**src/rtl/act_codec_pkg.sv**
```systemverilog
// Shared definitions for the mixed-precision activation codec (quantizer and decoder).
// Frame layout constants, Q16.16 saturation limits and the decoder state type.
package act_codec_pkg;

    localparam int INPUT_SIZE = 128;
    localparam int M          = 4;
    localparam int CODE_W     = 8;
    localparam int DATA_W     = 32;
    localparam int SCALE_W    = 16;
    localparam int CNT_W      = 8;
    localparam int IDX_W      = $clog2(INPUT_SIZE);

    // Code x Q8.8 scale yields Q16.8; this many zero bits lift it to Q16.16
    localparam int FRAC_SHIFT = 8;

    localparam logic [DATA_W-1:0] INT_MAX = 32'h7FFF_FFFF;
    localparam logic [DATA_W-1:0] INT_MIN = 32'h8000_0000;

    localparam int HDR_SCALE_LSB = 16;
    localparam int HDR_CNT_LSB   = 0;
    localparam int CODE_FLAG_BIT = 8;
    localparam int CODE_LSB      = 0;

    typedef enum logic [1:0] {
        ST_IDLE  = 2'd0,
        ST_CODE  = 2'd1,
        ST_VALUE = 2'd2
    } dec_state_e;

    // Collapse an outlier to the rail matching its sign; zero stays zero
    function automatic logic [DATA_W-1:0] sat_outlier(input logic [DATA_W-1:0] v);
        logic [DATA_W-1:0] r;
        if (v[DATA_W-1]) begin
            r = INT_MIN;
        end else if (v != {DATA_W{1'b0}}) begin
            r = INT_MAX;
        end else begin
            r = {DATA_W{1'b0}};
        end
        return r;
    endfunction

endpackage

```
**src/rtl/code_scaler.sv**
```systemverilog
// Combinational dequantiser: signed int8 code times unsigned Q8.8 scale, result in Q16.16.
module code_scaler
    import act_codec_pkg::*;
(
    input  logic signed [CODE_W-1:0]  code_i,
    input  logic        [SCALE_W-1:0] scale_i,
    output logic        [DATA_W-1:0]  value_o
);

    logic signed [DATA_W-1:0] prod_s;

    // Product magnitude stays below 2^23, so a full-width signed multiply is exact
    assign prod_s  = DATA_W'(code_i) * DATA_W'($signed({1'b0, scale_i}));
    assign value_o = prod_s <<< FRAC_SHIFT;

endmodule

```
**src/rtl/act_dequant_decoder.sv**
```systemverilog
// Rebuilds a dense Q16.16 activation vector from an int8 + outlier encoded frame,
// one element per cycle through a single-entry output register.
module act_dequant_decoder
    import act_codec_pkg::*;
(
    input  logic              clk,
    input  logic              rst_n,
    input  logic              in_valid,
    output logic              in_ready,
    input  logic [31:0]       in_data,
    output logic              out_valid,
    input  logic              out_ready,
    output logic [DATA_W-1:0] out_data,
    output logic              out_is_outlier,
    output logic              out_last,
    output logic              sat_mode,
    output logic              err_count
);

    dec_state_e          state_q, state_d;
    logic [SCALE_W-1:0]  scale_q, scale_d;
    logic [CNT_W-1:0]    hdr_cnt_q, hdr_cnt_d;
    logic [IDX_W-1:0]    elem_idx_q, elem_idx_d;
    logic [CNT_W-1:0]    flag_cnt_q, flag_cnt_d;
    logic                sat_q, sat_d;
    logic                out_valid_q, out_valid_d;
    logic [DATA_W-1:0]   out_data_q, out_data_d;
    logic                out_outl_q, out_outl_d;
    logic                out_last_q, out_last_d;
    logic                out_err_q, out_err_d;

    logic                in_fire_s;
    logic                out_fire_s;
    logic                is_last_s;
    logic                emit_s;
    logic                emit_outl_s;
    logic [DATA_W-1:0]   emit_data_s;
    logic [DATA_W-1:0]   scaled_s;

    code_scaler u_scaler (
        .code_i  (in_data[CODE_LSB +: CODE_W]),
        .scale_i (scale_q),
        .value_o (scaled_s)
    );

    assign in_ready   = (state_q == ST_IDLE) || !out_valid_q || out_ready;
    assign in_fire_s  = in_valid && in_ready;
    assign out_fire_s = out_valid_q && out_ready;
    assign is_last_s  = (elem_idx_q == IDX_W'(INPUT_SIZE - 1));

    // Frame FSM, counters and output-register next state
    always_comb begin
        state_d     = state_q;
        scale_d     = scale_q;
        hdr_cnt_d   = hdr_cnt_q;
        elem_idx_d  = elem_idx_q;
        flag_cnt_d  = flag_cnt_q;
        out_valid_d = out_valid_q;
        out_data_d  = out_data_q;
        out_outl_d  = out_outl_q;
        out_last_d  = out_last_q;
        out_err_d   = out_err_q;
        emit_s      = 1'b0;
        emit_outl_s = 1'b0;
        emit_data_s = {DATA_W{1'b0}};

        if (out_fire_s && out_last_q) begin
            sat_d = 1'b0;
        end else begin
            sat_d = sat_q;
        end

        case (state_q)
            ST_IDLE: begin
                if (in_fire_s) begin
                    scale_d    = in_data[HDR_SCALE_LSB +: SCALE_W];
                    hdr_cnt_d  = in_data[HDR_CNT_LSB +: CNT_W];
                    elem_idx_d = {IDX_W{1'b0}};
                    flag_cnt_d = {CNT_W{1'b0}};
                    sat_d      = (in_data[HDR_CNT_LSB +: CNT_W] > CNT_W'(M));
                    state_d    = ST_CODE;
                end else begin
                    state_d = ST_IDLE;
                end
            end
            ST_CODE: begin
                if (in_fire_s) begin
                    if (in_data[CODE_FLAG_BIT]) begin
                        flag_cnt_d = flag_cnt_q + CNT_W'(1);
                        state_d    = ST_VALUE;
                    end else begin
                        emit_s      = 1'b1;
                        emit_data_s = scaled_s;
                    end
                end else begin
                    state_d = ST_CODE;
                end
            end
            ST_VALUE: begin
                if (in_fire_s) begin
                    emit_s      = 1'b1;
                    emit_outl_s = 1'b1;
                    emit_data_s = sat_q ? sat_outlier(in_data) : in_data;
                    state_d     = ST_CODE;
                end else begin
                    state_d = ST_VALUE;
                end
            end
            default: begin
                state_d = ST_IDLE;
            end
        endcase

        if (emit_s) begin
            elem_idx_d  = elem_idx_q + IDX_W'(1);
            state_d     = is_last_s ? ST_IDLE : state_d;
            out_valid_d = 1'b1;
            out_data_d  = emit_data_s;
            out_outl_d  = emit_outl_s;
            out_last_d  = is_last_s;
            out_err_d   = is_last_s && (flag_cnt_d != hdr_cnt_q);
        end else if (out_fire_s) begin
            out_valid_d = 1'b0;
            out_data_d  = {DATA_W{1'b0}};
            out_outl_d  = 1'b0;
            out_last_d  = 1'b0;
            out_err_d   = 1'b0;
        end else begin
            out_valid_d = out_valid_q;
        end
    end

    // State and output registers with asynchronous clear
    always_ff @(posedge clk or negedge rst_n) begin
        if (!rst_n) begin
            state_q     <= ST_IDLE;
            scale_q     <= {SCALE_W{1'b0}};
            hdr_cnt_q   <= {CNT_W{1'b0}};
            elem_idx_q  <= {IDX_W{1'b0}};
            flag_cnt_q  <= {CNT_W{1'b0}};
            sat_q       <= 1'b0;
            out_valid_q <= 1'b0;
            out_data_q  <= {DATA_W{1'b0}};
            out_outl_q  <= 1'b0;
            out_last_q  <= 1'b0;
            out_err_q   <= 1'b0;
        end else begin
            state_q     <= state_d;
            scale_q     <= scale_d;
            hdr_cnt_q   <= hdr_cnt_d;
            elem_idx_q  <= elem_idx_d;
            flag_cnt_q  <= flag_cnt_d;
            sat_q       <= sat_d;
            out_valid_q <= out_valid_d;
            out_data_q  <= out_data_d;
            out_outl_q  <= out_outl_d;
            out_last_q  <= out_last_d;
            out_err_q   <= out_err_d;
        end
    end

    assign out_valid      = out_valid_q;
    assign out_data       = out_data_q;
    assign out_is_outlier = out_outl_q;
    assign out_last       = out_last_q;
    assign sat_mode       = sat_q;
    assign err_count      = out_err_q;

endmodule

```
**config.mk**
```make
export PLATFORM = sky130hd
export DESIGN_NAME = act_dequant_decoder
export DESIGN_NICKNAME = d
export VERILOG_FILES = /design/src/rtl/act_codec_pkg.sv /design/src/rtl/code_scaler.sv /design/src/rtl/act_dequant_decoder.sv
export SDC_FILE = /design/constraint.sdc
export NUM_CORES = 1
export LEC_CHECK = 0
export CAP_MARGIN = 20
export CORE_MARGIN = 1.5
export CORE_UTILIZATION = 30
export DETAILED_ROUTE_END_ITERATION = 8
export MAX_ROUTING_LAYER = met4
export PLACE_DENSITY = 0.52
export SYNTH_ARGS = -nofsm -noshare
export SYNTH_HDL_FRONTEND = slang
export SYNTH_SLANG_ARGS = --single-unit
export TNS_END_PERCENT = 100
```
**constraint.sdc**
```tcl
create_clock -name clk -period 6.5 [get_ports clk]
set_input_delay 1.95 -clock clk [delete_from_list [all_inputs] [get_ports clk]]
set_output_delay 1.95 -clock clk [all_outputs]
set_load 0.005 [all_outputs]
```
==> results of run 1 <==
## layout make-up
cell class | instances | area (µm²) | area share, %
tap | 335 | 419 | 4.16
clock inverter | 6 | 115 | 1.14
timing repair buffer | 152 | 1370 | 13.5
sequential | 78 | 1950 | 19.4
inverter | 133 | 499 | 4.95
clock buffer | 10 | 239 | 2.37
multi-input combinational | 616 | 5490 | 54.5
## metal layers
metal / part of all wire [%] / routed length, µm
met1: 51 / 11900
met2: 45 / 10400
met3: 3.0 / 699
met4: 1.2 / 270
met5: 0 / 0
## registers in the layout (all words and copies together), names as in the netlist
name,count
elem_idx_q,7
err_count,1
flag_cnt_q,8
hdr_cnt_q,8
out_data,32
out_is_outlier,1
out_last,1
out_valid,1
sat_mode,1
scale_q,16
state_q,2
## final timing paths
check                                                from                         to  slack [ps]  cells after the start
worst max-delay path                           in_data[4]   out_data[29]$_DFFE_PN0P_         160                     16
worst min-delay path            elem_idx_q[6]$_DFFE_PN0P_  elem_idx_q[6]$_DFFE_PN0P_         460                      1
worst max register to register     scale_q[0]$_DFFE_PN0P_   out_data[29]$_DFFE_PN0P_        1510                     16
worst min register to register  elem_idx_q[6]$_DFFE_PN0P_  elem_idx_q[6]$_DFFE_PN0P_         460                      1
max in group asynchronous                           rst_n   out_data[27]$_DFFE_PN0P_        4440                      2
min in group asynchronous                           rst_n    out_data[2]$_DFFE_PN0P_        1440                      1
## what timing repair did
item	CTS	global route
setup buffers	0	5
endpoints found under the setup margin	9	11
endpoints found under the hold margin	0	0
pin swaps	0	31
gates resized for setup	8	33
## cell usage after synthesis, types with 3 or more instances
cell and count:
nand4_1 5, a22o_1 6, nand2b_1 7, o21ai_0 36, nor3_1 7, a21oi_1 26
fa_1 85, ha_1 62, nand3_1 20, and2_1 93, inv_1 132, nor2_1 52
mux2_2 23, buf_1 4, o21a_1 3, and3_1 3, a21o_1 10, and4_1 4
a22oi_1 8, a221oi_1 3, buf_2 6, nor4_1 6, clkbuf_1 27, o221ai_1 11
o21ai_1 4, nand2_1 72, o31ai_1 5, dfrtp_1 78, xor2_1 16, xnor2_1 17
## kinds of logic (layout without fill, tap and decap cells)
group / count (synthesis) / count (layout) / synth area share (%)
xor+xnor: 33 / 33 / 3.63
compound gates: 133 / 133 / 11.2
mux: 24 / 24 / 3.38
simple gates: 279 / 279 / 17.9
fa+ha+maj: 147 / 147 / 31.1
buf+inv: 171 / 301 / 8.26
flops: 78 / 78 / 24.5
## through the flow
stage / TNS (ps) / worst slack, ps / instances / area [µm²]
final: 0 / 165 / 1330 / 10100
after global routing: 0 / 35.5 / 1330 / 10100
after CTS: 0 / 18.8 / 1324 / 9880
after detailed placement: -5280 / -555 / 1308 / 9510
after global placement: -4690 / -535 / 1308 / 9510
after floorplan: 0 / 57.5 / 865 / 7960
==> metrics, run 1 <==
status=finished, final reports clean; asr flop ratio synth=100%; I/O pin cnt=74; drt drc=0; most frequent cell on the critical path=fa_1; type of origin of the critical path=input port; max-cap violation count=0; final setup vio count=0; Post-Syn Nets=1048; initial antenna violation count=0; critical path cell sequence=dlygate4sd2_1 -> buf_4 -> and2_1 -> fa_1 -> fa_1 -> fa_1 -> inv_1 -> fa_1 -> inv_1 -> ha_1 -> a21o_1 -> a21o_1 -> a221o_1 -> a211oi_2 -> xor2_1 -> o21ai_1; GR Overflow Total=0; commonest non-fill, non-tap cell in the layout=inv_1; clock root cell=clkbuf_16; CTS max path bufs=2; routed vias=between 6000 and 7000; Slew @ Worst Pin=just over 900 ps; Worst-Skew Late Latency=350 ps; CTS tree=yes; top post-synthesis cells by area=dfrtp_1, fa_1, ha_1; Die ar.=27500 µm²; Avg Vias per Cell=4.85; wirelength, routed=around 23000 µm; synthesized area=between 7000 and 8000 µm²; worst min path class=register to register; n_diodes=0; skew final=approximately 8.6 ps; GRT Total Usage=17.9%; critical setup path kind=input port to register; crit path capture type=register; initial DRC count=346; sequential fraction of the synthesis area=24.5%; Worst slew margin=about two fifths; GRT Max-Usage Layer=met2; Chip Width=166 µm; Hold Violations, Final=0; core region area=between 20000 and 30000 µm²; final cycle utilization of the critical path=97.5%; Seq cells post-synth=78; dpl hpwl=17600 µm; drt pass-1 iters=5; Die H=about 170 µm; CTS buffer count=9; top cell type's share of synthesized area=24.5%; Period minus WS final=6340 ps; Top FF cell, synth=dfrtp_1; FP Rows=59; Synth cell types=55; Slowest-stage cell, CP=fa_1; commonest non-fill, non-tap cells in the layout=inv_1, and2_1, fa_1; CP peak stage delay=560 ps; GR Util met2=26.8%; Yosys top cell by area=dfrtp_1; ANT nets after route=0; fin. max-slew vios=0; Final Wtd Congestion=between 0.8 and 0.9; crit-path max FO=7; Worst path top cell family by delay=adder cells; largest net degree at the start of global routing=79; share of cells above drive strength 1=15.8%; # nets final=approximately 1200; met3 Use GR=2.43%; port bufs=between 70 and 80; Mapped Cells=a little under 900; Synth warnings=0; Initial Utilization=30.5%; hold_ws=463 ps; clk sink count=78; Post-synth EDFFs=0; number of hold buffers added after CTS=0; met1 usage in global routing=25.8%; unrepaired setup endpoints after global routing=false; final core occ=38.7%; Synth Area per Inst=between 9 and 10 µm²; first-pass GRT wire length=between 30000 and 40000 µm; H-tree levels=3; FMAX=158 MHz; Worst Path Buf+Inv=4; data required time of the critical path=6720 ps; crit path DAT=6550 ps; Routed WL per cell=roughly 17 µm; fillers=2675; Clock transition at path regs=70 ps; Area growth syn-to-layout=26.7%; vias in the first global route=6658
Power of run 1 is left out: the tool's default activity adds up to more than one toggle a clock period on the data nets, which glitch-free logic cannot reach.
==> inputs of run 2 (changes only) <==
--- a/config.mk
+++ b/config.mk
@@ -5,12 +5,13 @@
 export SDC_FILE = /design/constraint.sdc
 export NUM_CORES = 1
 export LEC_CHECK = 0
+export ABC_CLOCK_PERIOD_IN_PS = 6500
 export CAP_MARGIN = 20
 export CORE_MARGIN = 1.5
 export CORE_UTILIZATION = 30
 export DETAILED_ROUTE_END_ITERATION = 8
 export MAX_ROUTING_LAYER = met4
-export PLACE_DENSITY = 0.52
+export PLACE_DENSITY = 0.54
 export SYNTH_ARGS = -nofsm -noshare
 export SYNTH_HDL_FRONTEND = slang
 export SYNTH_SLANG_ARGS = --single-unit
==> metrics, run 2 (synthesized netlist as in run 1, its figures left out) <==
CTS max path bufs=2; Final Wtd Congestion=0.842; fillers=approximately 2600; Chip Width=166 µm; vias in the first global route=6681; FP Rows=59; Routed WL per cell=~17 µm; first-pass GRT wire length=37100 µm; Avg Vias per Cell=about 4.9; max-cap violation count=0; routed vias=6464; clock root cell=clkbuf_16; wirelength, routed=23000 µm; Die H=166 µm; final core occ=about two fifths; FMAX=159 MHz; status=finished, final reports clean; I/O pin cnt=74; fin. max-slew vios=0; # placed instances=1300; crit-path max FO=8; initial DRC count=452; H-tree levels=3; worst min path class=register to register; commonest non-fill, non-tap cells in the layout=inv_1, and2_1, fa_1; CTS buffer count=9; ANT nets after route=0; drt pass-1 iters=5; critical setup path kind=input port to register; final cycle utilization of the critical path=96.9%; Worst slew margin=41.3%; GR Overflow Total=0; final setup vio count=0; type of origin of the critical path=input port; port bufs=73; Slew @ Worst Pin=878 ps; max reg flops=32; Period minus WS final=6300 ps; clk sink count=78; Initial Utilization=30.5%; dpl hpwl=17100 µm; commonest non-fill, non-tap cell in the layout=inv_1; crit path DAT=around 6500 ps; hold_ws=around 470 ps; GRT Total Usage=17.7%; initial antenna violation count=0; largest net degree at the start of global routing=79; Worst-Skew Late Latency=350 ps; CTS tree=yes; crit path capture type=register; Hold Violations, Final=0; skew final=8.81 ps; drt drc=0; Die ar.=27500 µm²; data required time of the critical path=between 6000 and 7000 ps; n_diodes=0; Clock transition at path regs=about 70 ps; Area growth syn-to-layout=24.8%; # nets final=1164; share of cells above drive strength 1=13.7%; number of hold buffers added after CTS=0; core region area=26100 µm²; Non-Filler Instances=roughly 1300
[run 2: cell count changes in the layout (fill, tap and decap cells not counted), moves of 3 or more]
cell   change
buf_4     -10
fa_1       +3
fa_2       -3
ha_1       +4
ha_4       -3
inv_1      +3
inv_2      -3
[run 2: cell type report]
class	count	area (µm²)	share of cell area, %
inverters	133	499	5.03
clock inverters	6	70.1	0.705
clock buffers	10	229	2.31
flip-flops and latches	78	1950	19.7
well taps	335	419	4.22
repair buffers	143	1310	13.2
multi-input cells	616	5450	54.9
[run 2: what timing repair did]
action	in CTS	in global routing
cloned	0	1
pin swaps	0	16
setup endpoints to repair	9	10
buffers inserted	0	3
gates resized for setup	6	24
[run 2: final timing paths]
path,startpoint,end,slack [ps],depth (start not counted)
hold reg to reg,elem_idx_q[6]$_DFFE_PN0P_,elem_idx_q[6]$_DFFE_PN0P_,470,1
setup reg to reg,scale_q[0]$_DFFE_PN0P_,out_data[25]$_DFFE_PN0P_,1640,16
max in group asynchronous,rst_n,out_data[21]$_DFFE_PN0P_,4350,2
setup / recovery,in_data[3],out_data[31]$_DFFE_PN0P_,200,20
hold / removal,elem_idx_q[6]$_DFFE_PN0P_,elem_idx_q[6]$_DFFE_PN0P_,470,1
min in group asynchronous,rst_n,elem_idx_q[6]$_DFFE_PN0P_,1510,1
[run 2: metrics by stage]
stage	TNS, ps	setup WS, ps	area [µm²]
3_5_place_dp	-4950	-542	9450
6_report	0	204	9930
3_3_place_gp	-4500	-511	9450
5_1_grt	-6.58	-6.58	9930
4_1_cts	0	29.7	9750
2_1_floorplan	0	57.5	7960
[run 2: critical path, stage by stage]
cell and delay (ps):
clkdlybuf4s50_1 470, buf_6 150, buf_4 130, nand2_1 70, fa_1 420, inv_1 90, fa_1 380, inv_1 70
fa_1 440, fa_1 550, inv_1 50, ha_1 320, buf_4 120, nand4_1 140, a21oi_2 280, a311oi_2 140
buf_4 180, o31ai_2 260, xnor2_1 170, o221ai_1 120
[run 2: layer usage]
metal | wire, µm | GRT usage [%]
met5 | 0 | -
met4 | 418 | 4.19
met3 | 1080 | 2.86
met2 | 10300 | 27.1
met1 | 11200 | 24.5
Power of run 2 is left out for the same reason.
